**config.mk**
```make
export PLATFORM = sky130hd
export DESIGN_NAME = cpu_hazard
export DESIGN_NICKNAME = d
export VERILOG_FILES = /design/src/rtl/cpu_hazard.sv
export SDC_FILE = /design/constraint.sdc
export NUM_CORES = 1
export LEC_CHECK = 0
export ABC_AREA = 0
export BUFFER_PORTS_ARGS = -buffer_cell sky130_fd_sc_hd__buf_2
export CAP_MARGIN = 20
export CORE_UTILIZATION = 43
export CTS_CLUSTER_DIAMETER = 80
export DETAILED_ROUTE_END_ITERATION = 16
export HOLD_SLACK_MARGIN = 0.02
export PLACE_DENSITY = 0.88
export SLEW_MARGIN = 0
export SYNTH_ARGS = -nofsm -noshare
export SYNTH_HDL_FRONTEND = slang
export SYNTH_SLANG_ARGS = --single-unit
```
**constraint.sdc**
```tcl
create_clock -name clk -period 2.3 [get_ports clk]
set_input_delay 0.115 -clock clk [delete_from_list [all_inputs] [get_ports clk]]
set_output_delay 0.115 -clock clk [all_outputs]
set_load 0.02 [all_outputs]
```
**src/rtl/cpu_hazard.sv**
```systemverilog
`timescale 1ns/1ps
`default_nettype none
// ============================================================================
//  Module      : cpu_hazard
//  Description : Pipeline sequencer for the 5-stage fritz CPU. Detects
//                load-use hazards in ID and inserts a bubble into ID/EX,
//                freezes the whole pipeline while data memory is not ready,
//                gates branch/jump redirects and traps a memory-wait timeout
//                into a sticky error state that only err_clr leaves.
//
//  Ports       : clk, rst (async, active high)
//                id_inst            - instruction held in IF/ID
//                ex_c_rfw, ex_c_wbsource, ex_rf_waddr - ID/EX load info
//                id_c_b, id_c_j     - branch taken / jump from decode
//                mem_req, mem_ready - MEM stage access handshake
//                err_clr            - leaves the error state
//                stall_if, stall_id, bubble_ex, freeze, take_redirect
//                mem_err            - sticky timeout flag
//                state              - FSM state (RUN/MEM_WAIT/ERR)
//
//  Options     : define CPU_HAZARD_PERF_EN to add the perf_cycles,
//                perf_lu_stalls and perf_mem_stalls counters (CNT_W wide).
//
//  Revision    : 1.0 - initial release
// ============================================================================
module cpu_hazard #(
    parameter int unsigned MEM_TIMEOUT = 255,
    parameter int unsigned CNT_W       = 32
) (
    input  logic              clk,
    input  logic              rst,
    input  logic [31:0]       id_inst,
    input  logic              ex_c_rfw,
    input  logic [1:0]        ex_c_wbsource,
    input  logic [4:0]        ex_rf_waddr,
    input  logic              id_c_b,
    input  logic              id_c_j,
    input  logic              mem_req,
    input  logic              mem_ready,
    input  logic              err_clr,
    output logic              stall_if,
    output logic              stall_id,
    output logic              bubble_ex,
    output logic              freeze,
    output logic              take_redirect,
    output logic              mem_err,
    output logic [1:0]        state
`ifdef CPU_HAZARD_PERF_EN
    ,
    output logic [CNT_W-1:0]  perf_cycles,
    output logic [CNT_W-1:0]  perf_lu_stalls,
    output logic [CNT_W-1:0]  perf_mem_stalls
`endif
);

    localparam logic [1:0] c_ST_RUN      = 2'd0;
    localparam logic [1:0] c_ST_MEM_WAIT = 2'd1;
    localparam logic [1:0] c_ST_ERR      = 2'd2;

    localparam int unsigned         c_TO_W    = $clog2(MEM_TIMEOUT + 1);
    localparam logic [c_TO_W-1:0]   c_TIMEOUT = c_TO_W'(MEM_TIMEOUT);
    localparam logic [c_TO_W-1:0]   c_TO_ONE  = c_TO_W'(1);

    logic [1:0]        r_state;
    logic [c_TO_W-1:0] r_cnt;
    logic              r_mem_err;

    logic [5:0] w_opcode;
    logic [4:0] w_rs;
    logic [4:0] w_rt;
    logic       w_uses_rt;
    logic       w_lu_haz;
    logic       w_mem_stall;
    logic       w_freeze;
    logic       w_stall;
    logic       w_bubble;
    logic       w_redirect;

    // Immediate/funct bits play no part in hazard detection.
    logic w_unused_inst;
    assign w_unused_inst = &{1'b0, id_inst[15:0]};

    // ------------------------------------------------------------------------
    // Hazard detection
    // ------------------------------------------------------------------------
    assign w_opcode = id_inst[31:26];
    assign w_rs     = id_inst[25:21];
    assign w_rt     = id_inst[20:16];

    // R-type, beq, bne and sw read rt; everything else uses rt as a target
    // or not at all, so a match there is not a real dependency.
    assign w_uses_rt = (w_opcode == 6'h00) || (w_opcode == 6'h04) ||
                       (w_opcode == 6'h05) || (w_opcode == 6'h2b);

    assign w_lu_haz = ex_c_rfw && (ex_c_wbsource == 2'h1) && (ex_rf_waddr != 5'd0) &&
                      ((ex_rf_waddr == w_rs) || (w_uses_rt && (ex_rf_waddr == w_rt)));

    // A ready in the same cycle as the request is a zero-wait access.
    assign w_mem_stall = mem_req && !mem_ready;

    // Combinational so the first stalled cycle is already frozen.
    assign w_freeze = (r_state == c_ST_ERR) ||
                      (((r_state == c_ST_RUN) || (r_state == c_ST_MEM_WAIT)) && w_mem_stall);

    // Priority: freeze (ERR or memory) > load-use bubble > redirect.
    // During freeze ID/EX holds its contents rather than being bubbled.
    always_comb begin
        w_stall    = 1'b0;
        w_bubble   = 1'b0;
        w_redirect = 1'b0;
        if (w_freeze) begin
            w_stall = 1'b1;
        end else if (w_lu_haz) begin
            w_stall  = 1'b1;
            w_bubble = 1'b1;
        end else begin
            w_redirect = id_c_b || id_c_j;
        end
    end

    assign stall_if      = w_stall;
    assign stall_id      = w_stall;
    assign bubble_ex     = w_bubble;
    assign freeze        = w_freeze;
    assign take_redirect = w_redirect;
    assign mem_err       = r_mem_err;
    assign state         = r_state;

    // ------------------------------------------------------------------------
    // Memory-wait FSM with timeout counter. r_cnt counts consecutive stalled
    // cycles; it is left at MEM_TIMEOUT on entry to ERR and never wraps.
    // ------------------------------------------------------------------------
    always_ff @(posedge clk or posedge rst) begin
        if (rst) begin
            r_state   <= c_ST_RUN;
            r_cnt     <= '0;
            r_mem_err <= 1'b0;
        end else begin
            case (r_state)
                c_ST_RUN: begin
                    if (w_mem_stall) begin
                        r_state <= c_ST_MEM_WAIT;
                        r_cnt   <= c_TO_ONE;
                    end
                end
                c_ST_MEM_WAIT: begin
                    if (w_mem_stall) begin
                        if (r_cnt == c_TIMEOUT) begin
                            r_state   <= c_ST_ERR;
                            r_mem_err <= 1'b1;
                        end else begin
                            r_cnt <= r_cnt + c_TO_ONE;
                        end
                    end else begin
                        // Either the access completed or it was aborted.
                        r_state <= c_ST_RUN;
                        r_cnt   <= '0;
                    end
                end
                c_ST_ERR: begin
                    if (err_clr) begin
                        r_state   <= c_ST_RUN;
                        r_cnt     <= '0;
                        r_mem_err <= 1'b0;
                    end
                end
                default: begin
                    r_state <= c_ST_RUN;
                    r_cnt   <= '0;
                end
            endcase
        end
    end

`ifdef CPU_HAZARD_PERF_EN
    // ------------------------------------------------------------------------
    // Performance counters, free-running modulo 2^CNT_W.
    // ------------------------------------------------------------------------
    logic [CNT_W-1:0] r_perf_cycles;
    logic [CNT_W-1:0] r_perf_lu_stalls;
    logic [CNT_W-1:0] r_perf_mem_stalls;

    always_ff @(posedge clk or posedge rst) begin
        if (rst) begin
            r_perf_cycles     <= '0;
            r_perf_lu_stalls  <= '0;
            r_perf_mem_stalls <= '0;
        end else begin
            r_perf_cycles     <= r_perf_cycles + CNT_W'(1);
            r_perf_lu_stalls  <= r_perf_lu_stalls + CNT_W'(w_bubble);
            r_perf_mem_stalls <= r_perf_mem_stalls + CNT_W'(w_freeze);
        end
    end

    assign perf_cycles     = r_perf_cycles;
    assign perf_lu_stalls  = r_perf_lu_stalls;
    assign perf_mem_stalls = r_perf_mem_stalls;
`else
    localparam int unsigned c_unused_cnt_w = CNT_W;
`endif

endmodule
`default_nettype wire
```
======== After elaboration in Yosys (flattened, before gate mapping) ========
Cells that the tools add are included.
W data, S select, Z words.
word-level totals
  memory bits (writable) .................. 0
  logic and storage cells ................. 59
  memories ................................ 0
  input bits .............................. 47
  latch bits .............................. 0
  memory bits (read-only) ................. 0
  output and inout bits ................... 8
  bits in registers ....................... 11
cells by class
  equal/unequal tests ..................... 15
  mux-type cells .......................... 19
  reductions and logical operators ........ 21
  multipliers ............................. 0
  shifts and indexed selects .............. 0
  magnitude comparators ................... 0
  bitwise gates (word level) .............. 0
  $add $sub $neg .......................... 1
  divide/modulo/power cells ............... 0
operator list
  kind                   count
  $mux W8                4
  $pmux W8 S3            1
  $eq A6 B3 Y1 const B   2
  $eq A5 B5 Y1           2
  $add A8 B1 Y8 const B  1
  $eq A8 B8 Y1 const B   1
  $mux W1                8
  $mux W2                4
  $logic_or A1 B1 Y1     7
  $eq A6 B6 Y1 const B   1
  $logic_and A1 B1 Y1    6
  $logic_not A6 Y1       1
  $ne A2 B2 Y1 const B   3
  $pmux W2 S3            1
  $reduce_and A3 Y1      2
  $reduce_bool A5 Y1     1
  $eq A2 B1 Y1 const B   2
  $reduce_and A4 Y1      1
  $ne A3 B2 Y1 const B   1
  $ne A3 B3 Y1 const B   1
  $eq A2 B2 Y1 const B   1
  $logic_not A2 Y1       1
  $ne A2 B1 Y1 const B   1
  $pmux W1 S2            1
  2 further kinds        2

======== Longest topological paths before layout ========
  depth in word-level cells ............... 9
  gate-level depth with buffers ........... 5
  mapped depth without buffers ............ 5

======== Worst setup path before layout ========
OpenSTA, ideal clock, no wires.
  kind .................................... input port to output port
  start ................................... input id_inst[27]
  end ..................................... output stall_if
  path buffers ............................ 1
  slack ................................... 441 ps
  required time ........................... 2,185 ps
  arrival time ............................ 1,744 ps
  stages on the path ...................... 4
  cell sequence ........................... or4_1 -> a2111o_1 -> o211ai_1 -> buf_4
between the ends
  cells in the longest elaborated chain, start to end .. 9
  elaborated cells on any way between the ends .. 12
  classes of those cells .................. eq/ne (3); mux (2); reduce/logical (7)
ends and longest elaborated chain
  element                                                  RTL line  RTL
  start, declared                                          32        input logic [31:0] id_inst,
  $eq A6 B3 Y1 / $logic_not A6 Y1 (equally long branches)  92        assign w_uses_rt = (w_opcode == 6'h00) || (w_opcode == 6'h04) ||
  $logic_or A1 B1 Y1 (2 in a row)                          92
  $logic_or A1 B1 Y1 (*)                                   93        (w_opcode == 6'h05) || (w_opcode == 6'h2b);
  $logic_and A1 B1 Y1 (*)                                  96        ((ex_rf_waddr == w_rs) || (w_uses_rt && (ex_rf_waddr == w_rt)));
  $logic_or A1 B1 Y1 (*)                                   96
  $logic_and A1 B1 Y1 (*)                                  95        assign w_lu_haz = ex_c_rfw && (ex_c_wbsource == 2'h1) && (ex_rf_waddr != 5'd0) &&
  $mux W1 (*)                                              113       end else if (w_lu_haz) begin
  $mux W1 (*)                                              111       if (w_freeze) begin
  end, declared                                            41        output logic stall_if,
Every way passes the cells marked *; elsewhere a longest branch is shown, timed or not.

======== Final worst setup path ========
  start ................................... register r_state[1], in the netlist state[1]
  end ..................................... output take_redirect
between the ends
  cells in the longest elaborated chain, start to end .. 5
  elaborated cells on any way between the ends .. 7
  classes of those cells .................. eq/ne (2); mux (1); reduce/logical (4)
ends and longest elaborated chain
  element                                                  RTL line  RTL
  start, declared                                          64        logic [1:0] r_state;
  start signal, assigned                                   135       r_state <= c_ST_RUN;
  start signal, assigned                                   142       r_state <= c_ST_MEM_WAIT;
  start signal, assigned                                   149       r_state <= c_ST_ERR;
  $eq A2 B1 Y1 / $logic_not A2 Y1 (equally long branches)  103       (((r_state == c_ST_RUN) || (r_state == c_ST_MEM_WAIT)) && w_mem_stall);
  $logic_or A1 B1 Y1                                       103
  $logic_and A1 B1 Y1                                      103
  $logic_or A1 B1 Y1 (*)                                   102       assign w_freeze = (r_state == c_ST_ERR) ||
  $mux W1 (*)                                              111
  end, declared                                            45        output logic take_redirect,
Marks and branches as above.

==> results.sh <==
export IMPL_path_cells="nor3b_1 -> nor2_1 -> inv_1 -> nor2_1 -> o211a_1 -> buf_2"
export IMPL_yosysSeqAreaShare_pct=34.6
export IMPL_synth_cell_types=38
export IMPL_diodes=0
export IMPL_nNetsFinal=178
export IMPL_fin_skew_ns=0.00803
export IMPL_status="completed"
export IMPL_num_rows=15
export IMPL_slowest_stage="dfrtp_1"
export IMPL_ys_ff_latch=11
export IMPL_cp_common_cell="nor2_1"
export IMPL_root_buffer="clkbuf_4"
export IMPL_critPathKind="reg2out"
export IMPL_rsz0062_at_grt="no"
export IMPL_cts_made_buffers=3
export IMPL_cp_data_arrival_time_ns=1.72
export IMPL_overflow=0
export IMPL_coreArea_sq_um=1730
export IMPL_vias=828
export IMPL_cts_setup_buffers=0
export IMPL_hold_end="state[1]"
export IMPL_cts_tree="yes"
export IMPL_syn_to_final_growth_pct=31.8
export IMPL_period_needed_ns=1.83
export IMPL_clockBufferDepth=2
export IMPL_track_usage_pct=21.2
export IMPL_maxSlewHeadroom_pct=68.7
export IMPL_crit_required_ns=2.18
export IMPL_final_setup_tns_ns=0
export IMPL_floorplan_initialDensity_pct=46.1
export IMPL_hpwl_um=1580
export IMPL_holdCritStartpoint="err_clr"
export IMPL_critPathMaxFanout=7
export IMPL_grt_pass1_wl_um=3120
export IMPL_synthesis_area_sq_um=796
export IMPL_wl_per_cell_um=12.7
export IMPL_hold_path_class="in2reg"
export IMPL_synthCells=87
export IMPL_clock_latency_ns=0.27
export IMPL_irDropWorstVdd_mv=0.346
export IMPL_slew_violations=0
export IMPL_leakage_nw=0.491
export IMPL_grt_pass1_vias=804
export IMPL_gp_congestion=0.763
export IMPL_r2r_cells=5
export IMPL_antenna_found_initial=0
export IMPL_clk_pin_slew_ns=0.06
export IMPL_endpoint_kind="output pin"
export IMPL_cts_max_level=1
export IMPL_grt_start_max_net_pins=12
export IMPL_synth_fp_nets=135
export IMPL_fmax_ghz=0.545
export IMPL_port_buffers=38
export IMPL_hold_violations=0
export IMPL_drc=0
export IMPL_yosysWarnings=0
export IMPL_worst_path_buf_inv=2
export IMPL_final_util_pct=60.7
export IMPL_critical_path_top_delay_family="simple AND/OR/NAND/NOR gates"
export IMPL_clock_sinks=11
export IMPL_cp_startpoint="state[1]"
export IMPL_die_area_sq_um=2030
export IMPL_worstReg2RegEnd="r_cnt[0]"
export IMPL_io_pins=55
export IMPL_finalWirelength_um=1950
export IMPL_period_share_pct=79.7
export IMPL_avgSynthCellArea_sq_um=9.15
export IMPL_start_kind="flip-flop"
export IMPL_chipWidth_um=45.0
export IMPL_r2r_start="r_cnt[0]"
export IMPL_finalSetupViolCount=0
export IMPL_postRouteAntennaNets=0
export IMPL_fin_ws_ns=0.467
export IMPL_r2r_slack_ns=0.50
export IMPL_drive_gt1_share_pct=37.2
export IMPL_dp_slack_ns=0.559
export IMPL_worst_pin_slew_ns=0.468
export IMPL_slowest_delay_ns=0.45
export IMPL_fp_dieH_um=45.0
export IMPL_cap_violations=0
export IMPL_firstDrtPassIters=4
export IMPL_drtIter0Drc=29
export IMPL_whs_path_depth=2
export IMPL_power_density_nw_per_um2=412
export IMPL_vias_per_cell=5.38
==> report_power, final <==
part	leakage, nW	total [mW]	internal [mW]	switching [mW]
combinational	0.328	0.0986	0.0483	0.0503
sequential	0.148	0.204	0.198	0.00558
clock	0.0150	0.129	0.0670	0.0624
total	0.491	0.432	0.313	0.118
==> layer usage <==
layer	routed length (um)	GRT usage, %	vias to the layer above	share of wire [%]
met5	0	0	-	0
met2	1090	41.7	40	56
li1	-	-	408	-
met1	734	20.8	378	38
met4	4	6.67	0	0.21
met3	122	6.00	2	6.3
==> registers in the layout, summed over array words and instances, names as in the netlist <==
| signal | cells |
|---|---|
| state | 2 |
| r_cnt | 8 |
| mem_err | 1 |
==> final cells by class <==
type / count / area, sq um
inverter: 3 / 11.3
sequential: 11 / 275
clock buffer: 4 / 26.3
fill: 151 / 678
tap: 25 / 31.3
multi-input combinational: 71 / 497
timing repair buffer: 40 / 208
==> metrics by stage <==
| step | total power, mW | instance area (sq um) | hold WS [ns] | cells |
|---|---|---|---|---|
| 2_1_floorplan | 0.259 | 796 | -0.0326 | 87 |
| 3_3_place_gp | 0.299 | 1010 | 0.122 | 149 |
| 3_5_place_dp | 0.305 | 1010 | 0.127 | 149 |
| 4_1_cts | 0.436 | 1050 | 0.0794 | 154 |
| 5_1_grt | 0.455 | 1050 | 0.0868 | 154 |
| 6_report | 0.432 | 1050 | 0.0786 | 154 |
==> logic make-up after synthesis <==
logic type,synth area share [%]
adder cells (fa/ha/maj),1.57
AO/OA/AOI/OAI,23.3
multiplexers,1.41
flip-flops,34.6
buffers and inverters,2.99
XOR/XNOR,13.2
AND/OR/NAND/NOR,23.0
==> synthesized netlist by cell type (all sizes together) <==
master / number / area [sq um]
o2111ai: 1 / 15.0
a21oi: 6 / 30.0
nor4bb: 1 / 10.0
ha: 1 / 12.5
nand4b: 1 / 8.76
mux2: 1 / 11.3
nor3: 1 / 5.00
or4: 2 / 15.0
and3: 1 / 6.26
nor3b: 1 / 7.51
nand2b: 1 / 6.26
nand3: 4 / 20.0
a31oi: 1 / 6.26
and2: 1 / 6.26
o211ai: 1 / 7.51
a22o: 3 / 26.3
xnor2: 8 / 70.1
or3b: 1 / 8.76
nand4: 3 / 18.8
a21boi: 1 / 7.51
and4: 1 / 8.76
nor2b: 2 / 12.5
a31o: 1 / 8.76
inv: 3 / 11.3
xor2: 4 / 35.0
a211o: 1 / 8.76
nand2: 8 / 30.0
dfrtp: 11 / 275
o21ai: 3 / 15.0
buf: 2 / 12.5
o211a: 1 / 10.0
o31ai: 1 / 7.51
nor2: 5 / 18.8
a211oi: 1 / 12.5
a2111o: 1 / 11.3
o21ba: 1 / 10.0
a41oi: 1 / 8.76
==> what timing repair did <==
action,CTS,global route
hold buffers,1,0
resized for setup,0,0
endpoints found under the hold margin,11,0
==> cell usage in the layout, fill, tap and decap left out, types with 2 or more instances in the layout <==
master	instances
nor2b_1	2
inv_1	3
buf_2	38
nand3_1	4
or4_1	2
dfrtp_1	11
nor2_1	5
o21ai_0	3
a22o_1	3
a21oi_1	6
clkbuf_4	3
xor2_1	4
xnor2_1	8
nand2_1	8
nand4_1	3
==> how the worst max path moves through the flow <==
stage                                to  slack, ns  cells past startpoint
after floorplan                stall_if       0.44                      4
after global placement         stall_if       0.58                      5
after detailed placement       r_cnt[0]       0.56                      4
after CTS                 take_redirect       0.46                      6
after global routing      take_redirect       0.38                      6
final                     take_redirect       0.47                      6
(Power assumes the default switching activity.)
